<file path="src/rtl/mult_share_arb_if.sv">
// Requester and multiplier-side signals of mult_share_arb.
// The arbiter connects through the slave modport; the environment uses master.
interface mult_share_arb_if #(
  parameter int NREQ = 4,
  parameter int IDW  = 2
);
  logic [NREQ-1:0]   req_valid;
  logic [NREQ*8-1:0] req_a;
  logic [NREQ*8-1:0] req_b;
  logic [NREQ-1:0]   req_ready;
  logic              rsp_valid;
  logic [IDW-1:0]    rsp_id;
  logic [15:0]       rsp_ab;
  logic              timeout_err;
  logic              idle;
  logic [7:0]        mul_a;
  logic [7:0]        mul_b;
  logic              mul_start;
  logic              mul_busy;
  logic [15:0]       mul_ab;

  modport slave (
    input  req_valid, req_a, req_b, mul_busy, mul_ab,
    output req_ready, rsp_valid, rsp_id, rsp_ab, timeout_err, idle,
           mul_a, mul_b, mul_start
  );

  modport master (
    output req_valid, req_a, req_b, mul_busy, mul_ab,
    input  req_ready, rsp_valid, rsp_id, rsp_ab, timeout_err, idle,
           mul_a, mul_b, mul_start
  );
endinterface

</file>
<file path="src/rtl/mult_share_arb.sv">
// Round-robin arbiter sharing one start/busy sequential multiplier among NREQ
// requesters, with a timeout guard that still answers the requester on a stall.
module mult_share_arb #(
  parameter int NREQ    = 4,
  parameter int IDW     = 2,
  parameter int TIMEOUT = 64
) (
  input logic             clk,
  input logic             rst,
  mult_share_arb_if.slave bus
);

  localparam int CW = $clog2(TIMEOUT);

  typedef enum logic [2:0] {IDLE, LAUNCH, ARM, RUN, RESP} state_t;

  state_t          state;
  state_t          state_nxt;
  logic [IDW-1:0]  ptr;
  logic [IDW-1:0]  id;
  logic [IDW-1:0]  grant_id;
  logic [IDW:0]    cand;
  logic            grant_found;
  logic            take;
  logic            timeout_hit;
  logic [NREQ-1:0] ready;
  logic [CW-1:0]   cnt;
  logic [7:0]      mul_a;
  logic [7:0]      mul_b;
  logic [IDW-1:0]  rsp_id;
  logic [15:0]     rsp_ab;
  logic            timeout_err;

  // Winner is the first valid requester found searching upward from ptr.
  always_comb begin
    grant_found = 1'b0;
    grant_id    = '0;
    cand        = '0;
    for (int i = 0; i < NREQ; i++) begin
      cand = {1'b0, ptr} + (IDW+1)'(i);
      if (cand >= (IDW+1)'(NREQ)) cand = cand - (IDW+1)'(NREQ);
      if (!grant_found && bus.req_valid[cand[IDW-1:0]]) begin
        grant_found = 1'b1;
        grant_id    = cand[IDW-1:0];
      end
    end
  end

  assign take        = (state == IDLE) && !bus.mul_busy && grant_found;
  assign timeout_hit = (cnt == CW'(TIMEOUT - 1));

  always_comb begin
    ready = '0;
    if (take) ready[grant_id] = 1'b1;
  end

  always_comb begin
    state_nxt = state;
    case (state)
      IDLE:    if (take) state_nxt = LAUNCH;
      LAUNCH:  state_nxt = ARM;
      ARM:     if (bus.mul_busy) state_nxt = RUN;
               else if (timeout_hit) state_nxt = RESP;
      RUN:     if (!bus.mul_busy || timeout_hit) state_nxt = RESP;
      RESP:    state_nxt = IDLE;
      default: state_nxt = IDLE;
    endcase
  end

  always_ff @(posedge clk) begin
    if (rst) begin
      state       <= IDLE;
      ptr         <= '0;
      id          <= '0;
      cnt         <= '0;
      mul_a       <= '0;
      mul_b       <= '0;
      rsp_id      <= '0;
      rsp_ab      <= '0;
      timeout_err <= 1'b0;
    end else begin
      state <= state_nxt;
      case (state)
        IDLE: begin
          if (take) begin
            mul_a <= bus.req_a[{grant_id, 3'b000} +: 8];
            mul_b <= bus.req_b[{grant_id, 3'b000} +: 8];
            id    <= grant_id;
            ptr   <= (grant_id == IDW'(NREQ - 1)) ? '0 : grant_id + 1'b1;
          end
        end
        LAUNCH: cnt <= '0;
        ARM: begin
          if (!bus.mul_busy) begin
            if (timeout_hit) begin
              timeout_err <= 1'b1;
              rsp_ab      <= '0;
              rsp_id      <= id;
            end else begin
              cnt <= cnt + 1'b1;
            end
          end
        end
        RUN: begin
          // A finished product wins over a timeout landing on the same cycle.
          if (!bus.mul_busy) begin
            rsp_ab <= bus.mul_ab;
            rsp_id <= id;
          end else if (timeout_hit) begin
            timeout_err <= 1'b1;
            rsp_ab      <= '0;
            rsp_id      <= id;
          end else begin
            cnt <= cnt + 1'b1;
          end
        end
        default: ;
      endcase
    end
  end

  assign bus.req_ready   = ready;
  assign bus.mul_start   = (state == LAUNCH);
  assign bus.rsp_valid   = (state == RESP);
  assign bus.idle        = (state == IDLE);
  assign bus.mul_a       = mul_a;
  assign bus.mul_b       = mul_b;
  assign bus.rsp_id      = rsp_id;
  assign bus.rsp_ab      = rsp_ab;
  assign bus.timeout_err = timeout_err;

endmodule

</file>
<file path="src/flat_wrapper.sv">
// flat-port wrapper written by rule: the top's interface ports become plain ports
module mult_share_arb_flat 
#(
  parameter int NREQ    = 4,
  parameter int IDW     = 2,
  parameter int TIMEOUT = 64
)
  (clk, rst, bus_req_valid, bus_req_a, bus_req_b, bus_mul_busy, bus_mul_ab, bus_req_ready, bus_rsp_valid, bus_rsp_id, bus_rsp_ab, bus_timeout_err, bus_idle, bus_mul_a, bus_mul_b, bus_mul_start);
  mult_share_arb_if #(.NREQ(NREQ), .IDW(IDW)) bus_i ();
  input logic clk;
  input logic rst;
  input wire logic [$bits(bus_i.req_valid)-1:0] bus_req_valid;
  input wire logic [$bits(bus_i.req_a)-1:0] bus_req_a;
  input wire logic [$bits(bus_i.req_b)-1:0] bus_req_b;
  input wire logic [$bits(bus_i.mul_busy)-1:0] bus_mul_busy;
  input wire logic [$bits(bus_i.mul_ab)-1:0] bus_mul_ab;
  output wire logic [$bits(bus_i.req_ready)-1:0] bus_req_ready;
  output wire logic [$bits(bus_i.rsp_valid)-1:0] bus_rsp_valid;
  output wire logic [$bits(bus_i.rsp_id)-1:0] bus_rsp_id;
  output wire logic [$bits(bus_i.rsp_ab)-1:0] bus_rsp_ab;
  output wire logic [$bits(bus_i.timeout_err)-1:0] bus_timeout_err;
  output wire logic [$bits(bus_i.idle)-1:0] bus_idle;
  output wire logic [$bits(bus_i.mul_a)-1:0] bus_mul_a;
  output wire logic [$bits(bus_i.mul_b)-1:0] bus_mul_b;
  output wire logic [$bits(bus_i.mul_start)-1:0] bus_mul_start;
  assign bus_i.req_valid = bus_req_valid;
  assign bus_i.req_a = bus_req_a;
  assign bus_i.req_b = bus_req_b;
  assign bus_i.mul_busy = bus_mul_busy;
  assign bus_i.mul_ab = bus_mul_ab;
  assign bus_req_ready = bus_i.req_ready;
  assign bus_rsp_valid = bus_i.rsp_valid;
  assign bus_rsp_id = bus_i.rsp_id;
  assign bus_rsp_ab = bus_i.rsp_ab;
  assign bus_timeout_err = bus_i.timeout_err;
  assign bus_idle = bus_i.idle;
  assign bus_mul_a = bus_i.mul_a;
  assign bus_mul_b = bus_i.mul_b;
  assign bus_mul_start = bus_i.mul_start;
  mult_share_arb #(.NREQ(NREQ), .IDW(IDW), .TIMEOUT(TIMEOUT)) u_core (.clk(clk), .rst(rst), .bus(bus_i));
endmodule
</file>
<file path="config.mk">
export PLATFORM = sky130hd
export DESIGN_NAME = mult_share_arb_flat
export DESIGN_NICKNAME = d
export VERILOG_FILES = /design/src/rtl/mult_share_arb_if.sv /design/src/rtl/mult_share_arb.sv /design/src/flat_wrapper.sv
export SDC_FILE = /design/constraint.sdc
export NUM_CORES = 1
export LEC_CHECK = 0
export BUFFER_PORTS_ARGS = -buffer_cell sky130_fd_sc_hd__buf_2
export CORE_ASPECT_RATIO = 2
export CORE_MARGIN = 3
export CORE_UTILIZATION = 45
export DETAILED_ROUTE_END_ITERATION = 12
export PLACE_DENSITY = 0.8
export SKIP_LAST_GASP = 1
export SLEW_MARGIN = 0
export SYNTH_ARGS = -nofsm -noshare
export SYNTH_HDL_FRONTEND = slang
export SYNTH_SLANG_ARGS = --single-unit
</file>
<file path="constraint.sdc">
create_clock -name clk -period 2.04 [get_ports clk]
set_clock_uncertainty 0.15 [all_clocks]
set_input_delay 0 -clock clk [delete_from_list [all_inputs] [get_ports clk]]
set_output_delay 0 -clock clk [all_outputs]
set_load 0.02 [all_outputs]
</file>
==> impl_results.md <==
* Status: finished clean
* Synthesized net count at 371
* Hold path depth at 4
* Fin crit share at 0.966
* Comb power frac at 0.308
* Async SR Flop Fraction at 0
* Static Leakage at 1.98 nW
* Via count at 3259
* Number of library cell types mapped by synthesis at 54
* Gr ovfl total at 0
* Relative slew slack at 0.642
* Met3 Use GR at 0.0735
* # placed instances at 456
* RR Endpoint: u_core.bus.rsp_ab[1]$_SDFFE_PP0P_
* Final Hold Viols at 0
* Fmax at 507 MHz
* Register area share after synthesis at 0.347
* Clk_lat worst skew at 0.30 ns
* Hold endpoint: u_core.bus.timeout_err$_SDFFE_PP0P_
* Internal power at 0.00199 W
* Met2 usage at 0.523
* PortBufs at 128
* Worst Tran Pin Value at 0.537 ns
* Via/cell ratio at about 5.9
* Core box area at between 5000 and 6000 um^2
* Largest net degree at the start of global routing at 18
* Net switching power at 0.000919 W
* Reg clk slew, reported paths at 0.06 ns
* Hold Crit Start: bus_mul_busy
* Placer Congestion at 0.842
* Setup crit end kind: primary output
* Htree depth at 2
* Met1 usage at 0.317
* Synth Register Bits at 48
* Max clock buf depth at 2
* CTS Root Cell: clkbuf_16
* Area grow syn2layout at 58.7%
* Warnings from Yosys at 0
* Post-route insts no fill at 550
* CTS buffer count at 5
* Ports at 129
* GR peak layer: met2
* Clock sinks at 48
* Die Y-Extent at between 100 and 150 um
* VDD IR-drop max at 608 uV
* Mapped Area at approximately 2800 um^2
* Most common cell after layout, fill and taps aside: buf_2
* R2R Setup Slk at roughly 0.080 ns
* Filler cells at 362
* RSZ-0062 raised after global routing: yes
* Post-synth EDFFs at 0
* CTS tree: done
* Layout cell share with drive strength beyond 1 at 0.400
* Starting density of the core at 0.472
* First-pass GRT wire length at 16.3 mm
* Total negative slack at 0 ns
* Synth Area in Simple Gates at 0.191
* First-iteration detailed-routing DRC count at approximately 220
* Post-Synth Adder-Cell Area at 0.00859
* Hold/Removal Path Class: input port to flip-flop
* Sw frac at 0.316
* Final Hold Slack at around 0.063 ns
* Synth Area per Inst at 9.78 um^2
* GR Util All Layers at 0.301
* Synth Flop Type: dfxtp_1
* Final setup vio count at 0
* NumNets Final at 575
* Most frequent cells in the layout: 128 x buf_2, 81 x dlygate4sd3_1, 45 x dfxtp_1
* Worst EP required at 1.89 ns
* Crit path DAT at between 1.5 and 2 ns
* DIE WIDTH at 61.4 um
* Mapped Cells at 283
* Clock Power Share at 0.330
* Reg2reg start: u_core.cnt[0]$_SDFFE_PP0P_
* Power per Cell Area at 664 nW/um^2
* Initial antenna violation count at 0
* Largest family of logic cells by synthesized area: compound AO/OA/AOI/OAI gates
* 1st-pass router iterations at 5
* Synth Area in XOR/XNOR at 0.0190
* Max cap viols at 0
* Mux share of post-synthesis cell area at 0.0687
* Total routed wirelength at 10.6 mm
* Die area at ~7000 um^2
* Worst path top cell family by delay: simple AND/OR/NAND/NOR gates
* WP buf/inv at 2
* Crit Path Class: flip-flop to primary output
* Crit-path slowest cell: dfxtp_4
* Slew Limit Fails at 0
* Flop pwr share at 0.362
* Antenna-violating nets left at 0
* Dpl hpwl at 5.77 mm
* Vias in the first global route at 3447
* Crit path max fanout at 7
* Drt wl/cell at 19.3 um
* Post-layout util at 0.750
* Startpoint Class: flip-flop
* Tmin final at 1.97 ns
* Crit path largest cell delay at 0.40 ns
* Crit path cell chain: mux2i_2 -> nor2_2 -> nor3_4 -> buf_6 -> nand2_1 -> nor2_1 -> buf_2
* Worst reg2reg path depth at 7
* Core Rows at 39
* Fraction of the mapped netlist area in compound gates at 0.287
* DRC at 0
==> worst max-delay path by stage <==
stage,startpoint,endpoint,cells after the start
after floorplan,u_core.cnt[0]$_SDFFE_PP0P_,u_core.bus.rsp_ab[0]$_SDFFE_PP0P_,7
after global placement,u_core.cnt[0]$_SDFFE_PP0P_,u_core.bus.rsp_ab[0]$_SDFFE_PP0P_,6
after detailed placement,u_core.cnt[0]$_SDFFE_PP0P_,u_core.bus.rsp_ab[9]$_SDFFE_PP0P_,6
after CTS,u_core.state[0]$_SDFFE_PP0P_,bus_req_ready[1],5
after global routing,u_core.cnt[0]$_SDFFE_PP0P_,u_core.cnt[1]$_SDFFE_PP0P_,6
final,u_core.ptr[1]$_SDFFE_PP0P_,bus_req_ready[3],7
==> kinds of logic (layout without fill, tap and decap cells) <==
logic type / after synthesis / in the layout
DFF: 48 / 48
buffers and inverters: 29 / 234
adders and majority gates: 2 / 2
xor gates and xnor gates: 6 / 6
other: 0 / 1
muxes: 19 / 19
AOI/OAI and AO/OA: 91 / 91
and+or+nand+nor: 88 / 88
==> final cells by class <==
| type | count | area [um^2] | share of cell area |
|---|---|---|---|
| Multi-Input combinational cell | 206 | 1600 | 0.363 |
| Timing Repair Buffer | 221 | 1560 | 0.355 |
| Sequential cell | 48 | 967 | 0.220 |
| Clock buffer | 5 | 125 | 0.0285 |
| Tap cell | 61 | 76.3 | 0.0174 |
| Clock inverter | 3 | 46.3 | 0.0105 |
| Inverter | 5 | 18.8 | 0.00428 |
| Antenna cell | 1 | 2.50 | 0.000570 |
==> Yosys cell counts (6+ instances only) <==
library cell	number	area [um^2]
mux2i_1	19	190
nand4_1	16	100
nor2_1	13	48.8
dfxtp_1	48	961
a211o_2	9	90.1
a22o_1	16	140
a21oi_1	7	35.0
a211o_1	8	70.1
o211ai_2	11	138
xnor2_1	6	52.6
o31ai_1	16	120
nand2_1	26	97.6
==> metrics by stage <==
stage	setup WS [ns]	power, W	area [um^2]
final	0.0689	0.00291	4390
after global routing	-0.0403	0.00302	4390
after detailed placement	0.0524	0.00177	3350
after floorplan	0.181	0.00158	2770
after global placement	0.132	0.00175	3350
after CTS	0.0222	0.00286	4350
==> flip-flops by register name (all words and copies together), names as in the netlist <==
register and flops:
u_core.bus.timeout_err 1, u_core.bus.mul_a 8, u_core.state 3, u_core.cnt 6
u_core.ptr 2, u_core.bus.rsp_id 2, u_core.bus.mul_b 8, u_core.id 2
u_core.bus.rsp_ab 16
==> worst min-delay path, stage by stage <==
cell	delay [ns]
buf_2	0.16
xnor2_1	0.14
a31oi_1	0.10
nor2_1	0.07
==> power groups by stage <==
stage          Sequential (W)  Clock, W  Combinational, W
2_1_floorplan         0.00110         0          0.000478
3_3_place_gp          0.00106         0          0.000688
3_5_place_dp          0.00107         0          0.000701
4_1_cts               0.00105  0.000981          0.000835
5_1_grt               0.00106   0.00101          0.000946
6_report              0.00105  0.000962          0.000896
==> metal layers <==
layer,vias to the layer above,share of wire,wire (um)
li1,1490,-,-
met1,1476,0.34,3600
met2,239,0.52,5460
met3,54,0.097,1020
met4,0,0.048,503
met5,-,0,0
==> timing repair <==
| item | in CTS | in global routing |
|---|---|---|
| hold buffers | 81 | 0 |
| gates resized for setup | 2 | 5 |
| setup endpoints to repair | 2 | 24 |
| setup buffers | 2 | 2 |
| hold endpoints to repair | 39 | 0 |
| pin swaps | 0 | 2 |
No activity file was read; power rests on OpenSTA's default activity.
